## src/rtl/divider_unit.sv

```systemverilog
// 32-bit iterative divider: restoring radix-2, one quotient bit per cycle, with
// sign fix-up and single-cycle handling of divide-by-zero and signed overflow.
module divider_unit (
  input  logic        clk,
  input  logic        rst,
  input  logic [31:0] div_rdata1_i,
  input  logic [31:0] div_rdata2_i,
  input  logic        div_enable_i,
  input  logic [3:0]  div_op_i,
  output logic [31:0] div_result_o,
  output logic        div_ready_o
);

  localparam logic [1:0] IDLE = 2'd0;
  localparam logic [1:0] BUSY = 2'd1;
  localparam logic [1:0] FIX  = 2'd2;
  localparam logic [1:0] DONE = 2'd3;

  logic [1:0]  state_q, state_d;
  logic [4:0]  cnt_q, cnt_d;
  logic [63:0] rq_q, rq_d;
  logic [31:0] divisor_q, divisor_d;
  logic        sel_rem_q, sel_rem_d;
  logic        neg_quot_q, neg_quot_d;
  logic        neg_rem_q, neg_rem_d;
  logic [31:0] result_q, result_d;
  logic        ready_q, ready_d;

  // Operand decode for the capture cycle; op is one-hot {div, divu, rem, remu}.
  logic        op_signed;
  logic        op_quot;
  logic [31:0] abs_a;
  logic [31:0] abs_b;
  logic        overflow;

  assign op_signed = div_op_i[3] | div_op_i[1];
  assign op_quot   = div_op_i[3] | div_op_i[2];
  assign abs_a     = (op_signed && div_rdata1_i[31]) ? (32'd0 - div_rdata1_i) : div_rdata1_i;
  assign abs_b     = (op_signed && div_rdata2_i[31]) ? (32'd0 - div_rdata2_i) : div_rdata2_i;
  assign overflow  = op_signed && (div_rdata1_i == 32'h8000_0000) && (div_rdata2_i == 32'hFFFF_FFFF);

  // One restoring step: shift the next dividend bit into the partial remainder
  // and keep the difference only when it did not go negative.
  logic [32:0] rem_shift;
  logic [32:0] diff;
  logic [63:0] rq_step;

  assign rem_shift = {rq_q[63:32], rq_q[31]};
  assign diff      = rem_shift - {1'b0, divisor_q};
  assign rq_step   = diff[32] ? {rem_shift[31:0], rq_q[30:0], 1'b0}
                              : {diff[31:0],      rq_q[30:0], 1'b1};

  logic [31:0] quot_fixed;
  logic [31:0] rem_fixed;
  logic [31:0] final_val;

  assign quot_fixed = neg_quot_q ? (32'd0 - rq_q[31:0])  : rq_q[31:0];
  assign rem_fixed  = neg_rem_q  ? (32'd0 - rq_q[63:32]) : rq_q[63:32];
  assign final_val  = sel_rem_q ? rem_fixed : quot_fixed;

  always_comb begin
    state_d    = state_q;
    cnt_d      = cnt_q;
    rq_d       = rq_q;
    divisor_d  = divisor_q;
    sel_rem_d  = sel_rem_q;
    neg_quot_d = neg_quot_q;
    neg_rem_d  = neg_rem_q;
    result_d   = result_q;
    ready_d    = 1'b0;
    case (state_q)
      IDLE: begin
        if (div_enable_i) begin
          sel_rem_d  = div_op_i[1] | div_op_i[0];
          neg_quot_d = div_op_i[3] & (div_rdata1_i[31] ^ div_rdata2_i[31]);
          neg_rem_d  = div_op_i[1] & div_rdata1_i[31];
          if (div_rdata2_i == 32'd0) begin
            result_d = op_quot ? 32'hFFFF_FFFF : div_rdata1_i;
            ready_d  = 1'b1;
            state_d  = DONE;
          end else if (overflow) begin
            result_d = div_op_i[3] ? 32'h8000_0000 : 32'h0000_0000;
            ready_d  = 1'b1;
            state_d  = DONE;
          end else begin
            rq_d      = {32'd0, abs_a};
            divisor_d = abs_b;
            cnt_d     = 5'd31;
            state_d   = BUSY;
          end
        end
      end
      BUSY: begin
        if (!div_enable_i) begin
          state_d = IDLE;
        end else begin
          rq_d = rq_step;
          if (cnt_q == 5'd0) begin
            state_d = FIX;
          end else begin
            cnt_d = cnt_q - 5'd1;
          end
        end
      end
      FIX: begin
        if (!div_enable_i) begin
          state_d = IDLE;
        end else begin
          result_d = final_val;
          ready_d  = 1'b1;
          state_d  = DONE;
        end
      end
      default: begin
        state_d = IDLE;
      end
    endcase
  end

  always_ff @(posedge clk or negedge rst) begin
    if (!rst) begin
      state_q    <= IDLE;
      cnt_q      <= 5'd0;
      rq_q       <= 64'd0;
      divisor_q  <= 32'd0;
      sel_rem_q  <= 1'b0;
      neg_quot_q <= 1'b0;
      neg_rem_q  <= 1'b0;
      result_q   <= 32'd0;
      ready_q    <= 1'b0;
    end else begin
      state_q    <= state_d;
      cnt_q      <= cnt_d;
      rq_q       <= rq_d;
      divisor_q  <= divisor_d;
      sel_rem_q  <= sel_rem_d;
      neg_quot_q <= neg_quot_d;
      neg_rem_q  <= neg_rem_d;
      result_q   <= result_d;
      ready_q    <= ready_d;
    end
  end

  assign div_result_o = result_q;
  assign div_ready_o  = ready_q;

endmodule

```

## config.mk

```make
export PLATFORM = sky130hd
export DESIGN_NAME = divider_unit
export DESIGN_NICKNAME = d
export VERILOG_FILES = /design/src/rtl/divider_unit.sv
export SDC_FILE = /design/constraint.sdc
export NUM_CORES = 1
export LEC_CHECK = 0
export ABC_AREA = 0
export CORE_MARGIN = 4
export CORE_UTILIZATION = 36
export CTS_CLUSTER_DIAMETER = 30
export DETAILED_ROUTE_END_ITERATION = 10
export SYNTH_ARGS = -nofsm -noshare
export SYNTH_HDL_FRONTEND = slang
export SYNTH_SLANG_ARGS = --single-unit
```

## constraint.sdc

```tcl
create_clock -name clk -period 2.9 [get_ports clk]
set_input_delay 0.725 -clock clk [delete_from_list [all_inputs] [get_ports clk]]
set_output_delay 0.725 -clock clk [all_outputs]
set_load 0.005 [all_outputs]
```

==> summary.md <==
| Metric | Value |
|---|---|
| Routability congestion estimate | `about 0.89` |
| Commonest non-fill, non-tap cell in the layout | `buf_4` |
| Global-route wire length before repair | `between 50,000 and 60,000 µm` |
| Crit end category | `flip-flop` |
| Largest fanout on the critical path | `4` |
| Initial drt markers | `about 750` |
| Share of cells above drive strength 1 | `0.235` |
| Max_cap viols | `0` |
| TritonCTS Buffers | `17` |
| Root buf cell | `clkbuf_16` |
| Hold-fix buffers at CTS | `0` |
| Core Footprint | `approximately 0.03 mm²` |
| Port-buffer cells | `103` |
| Clock Power Share | `0.393` |
| PwrDens | `424 mW/mm²` |
| Synth Register Bits | `approximately 140` |
| Hold Slack | `183 ps` |
| Hold Fails Final Rpt | `0` |
| Sw frac | `0.312` |
| CTS tree | `done` |
| H-tree depth | `4` |
| Ys Warns | `0` |
| Largest net degree at the start of global routing | `63` |
| Pleak | `0.00709 µW` |
| Outcome | `finished, violations left` |
| Die width | `183 µm` |
| DP HPWL | `28,600 µm` |
| Worst path cell trace | `ha_2 -> fa_2 -> nand2b_4 -> a21oi_4 -> o21ai_2 -> nor3b_4 -> o31ai_2 -> buf_4 -> o41ai_4 -> or2_4 -> or4_1 -> nand3_2` |
| Io pins | `approximately 100` |
| Rows | `63` |
| Class of the most critical setup path | `reg -> reg` |
| Synthesized area | `0.0110 mm²` |
| Launching point of the worst reg2reg path | `divisor_q[0]` |
| Worst Slack Setup Final | `-34.4 ps` |
| Reg power frac | `0.341` |
| Clock Tree Buf Depth | `2` |
| Fmax | `approximately 340 MHz` |
| Pre-CTS setup slack | `-509 ps` |
| Synthesis-to-layout area growth | `43.8%` |
| Crit share post-route | `1.01` |
| Commonest cells after routing, fill and taps aside | `buf_4, nand2_1, o21ai_0` |
| Total GRT Usage | `0.218` |
| CP max stage cell | `or4_1` |
| Clock Skew | `between 10 and 15 ps` |
| Delay-heaviest family, CP | `simple AND/OR/NAND/NOR gates` |
| Routed WL | `slightly below 40,000 µm` |
| CP required | `around 3300 ps` |
| Worst Hold Class | `in -> async` |
| Number of distinct library cells after synthesis | `just under 70` |
| CTS Sinks | `between 100 and 150` |
| Worst skew pair latency | `approximately 430 ps` |
| Syn_nets | `about 1,500` |
| Primary FF master, synth | `dfrtp_1` |
| Syn Inst Count | `~1,400` |
| Comb pwr share | `0.266` |
| N_diodes | `0` |
| CTS clk-pin slew, worst paths | `approximately 70 ps` |
| Async SR Flop Fraction | `1.00` |
| Layout net count | `between 1,500 and 2,000` |
| Post-synth EDFFs | `0` |
| Initial Utilization | `0.367` |
| Storage element area | `approximately 0.0035 mm²` |
| Share of the yosys chip area belonging to registers | `0.317` |
| Avg WL per Cell | `between 15 and 20 µm` |
| Fill count | `between 2,000 and 3,000` |
| Max Slew Vio Count | `0` |
| Arrival time worst endpoint | `roughly 3300 ps` |
| Final ANT Viol Nets | `0` |
| DRC | `0` |
| Initial antenna violation count | `0` |
| Vias | `11,714` |
| CP Buf/Inv Count | `1` |
| Int Pwr | `4600 µW` |
| Via density per instance | `roughly 5.5` |
| Vias in the first global route | `11,299` |
| Setup TNS | `-74.6 ps` |
| Die Ht | `around 180 µm` |
| Grt ovf | `0` |
| Slew headroom | `0.239` |
| CP startpoint kind | `flip-flop` |
| Area taken by multi-input logic gates | `between 0.007 and 0.008 mm²` |
| CP max stage delay | `roughly 500 ps` |
| Tmin final | `2930 ps` |
| Maximum VDD drop | `348 µV` |
| Avg Cell Area, Syn | `between 7 and 8 µm²` |
| Total Die Area | `between 0.03 and 0.04 mm²` |
| Final setup fails | `4` |
| First-pass DRT Iterations | `7` |
| RSZ-0062 raised after global routing | `true` |
| Failing checks | `negative setup slack` |
| Least-Margin Pin Slew | `approximately 1100 ps` |
| Sw Pwr | `2090 µW` |
| Worst Setup SP | `divisor_q[0]` |
area by class of cell:
| class | instances | share of cell area |
|---|---|---|
| multi-input combinational | 1133 | 0.466 |
| tap | 390 | 0.0309 |
| clock buffer | 18 | 0.0278 |
| clock inverter | 14 | 0.0161 |
| timing repair buffer | 396 | 0.226 |
| inverter | 50 | 0.0124 |
| sequential | 139 | 0.221 |
synthesized netlist by cell type, types with 2 or more instances:
library cell | instances | area share
and3b_1 | 2 | 0.0016
o22ai_1 | 10 | 0.0057
nor3_2 | 2 | 0.0018
a41o_1 | 2 | 0.0018
ha_1 | 39 | 0.044
or3_1 | 21 | 0.012
a211oi_1 | 5 | 0.0034
o31a_1 | 3 | 0.0024
buf_2 | 16 | 0.0073
a32oi_1 | 7 | 0.0056
a22o_1 | 3 | 0.0024
or2_2 | 3 | 0.0017
buf_1 | 6 | 0.0021
o31ai_1 | 30 | 0.021
nand3_1 | 17 | 0.0078
nor4_1 | 10 | 0.0057
mux2i_1 | 13 | 0.012
o211ai_1 | 43 | 0.029
o21a_1 | 4 | 0.0027
o41ai_1 | 9 | 0.0072
or2_1 | 2 | 0.0011
a31o_2 | 3 | 0.0024
nor3_1 | 34 | 0.016
a31oi_1 | 27 | 0.015
nor2b_1 | 9 | 0.0051
xor2_1 | 51 | 0.041
o31ai_2 | 2 | 0.0023
nand2_1 | 171 | 0.059
a21oi_1 | 130 | 0.059
dfrtp_1 | 139 | 0.32
and3_1 | 5 | 0.0029
nand2b_1 | 11 | 0.0063
clkbuf_1 | 60 | 0.021
a21o_1 | 29 | 0.020
o21ai_0 | 161 | 0.073
inv_1 | 50 | 0.017
and2_1 | 5 | 0.0029
o21ai_1 | 9 | 0.0041
or4_1 | 9 | 0.0062
nand4b_1 | 3 | 0.0024
nor4_2 | 3 | 0.0034
buf_4 | 3 | 0.0021
nand4_1 | 18 | 0.010
xnor2_1 | 87 | 0.069
nor2_1 | 118 | 0.040
cell families (layout without fill, tap and decap cells):
family          after synthesis  in the layout  synth area share
compound gates              488            488             0.269
xor+xnor                    138            138             0.110
fa+ha+maj                    40             40            0.0463
buf+inv                     135            478            0.0491
flops                       139            139             0.317
mux                          13             13            0.0119
simple gates                454            454             0.196
metal layers:
metal,up-vias,GRT usage,part of all wire
met1,5628,0.300,0.45
li1,5712,-,-
met5,-,0,0
met2,328,0.362,0.48
met3,46,0.0305,0.051
met4,0,0.0576,0.019
sequential cells by signal, indices dropped and copies added, names as in the netlist:
register      count
cnt_q             5
div_ready_o       1
div_result_o     32
divisor_q        32
neg_quot_q        1
neg_rem_q         1
rq_q             64
sel_rem_q         1
state_q           2
metrics by stage:
stage	instance area [µm²]	instances	power, µW	utilization
2_1_floorplan	11000	1407	3190	-
3_3_place_gp	14400	2085	3950	0.481
3_5_place_dp	14400	2085	3980	0.481
4_1_cts	15200	2119	6620	0.508
5_1_grt	15800	2140	6990	0.528
6_report	15800	2140	6680	0.528
worst paths after layout:
| path | endpoint | slack, ps | cells after the start |
|---|---|---|---|
| worst max-delay path | rq_q[62] | -30 | 12 |
| max in group asynchronous | rq_q[1] | 1900 | 2 |
| worst min-delay path | divisor_q[19] | 180 | 1 |
| worst min register to register | divisor_q[18] | 480 | 2 |
| worst max register to register | rq_q[62] | -30 | 12 |
| min in group clk | divisor_q[18] | 480 | 2 |
power by group through the flow:
stage	clock [µW]	sequential (µW)	combinational (µW)
after global routing	2730	2300	1960
after CTS	2650	2270	1700
final	2630	2280	1780
after floorplan	0	2230	952
after global placement	0	2300	1660
after detailed placement	0	2300	1680
timing repair:
item	in CTS	in global routing
pin swaps	8	32
buffers inserted	2	17
cloned	0	5
setup endpoints to repair	55	134
gates resized for setup	26	84
Power figures use the tool's default switching activity.
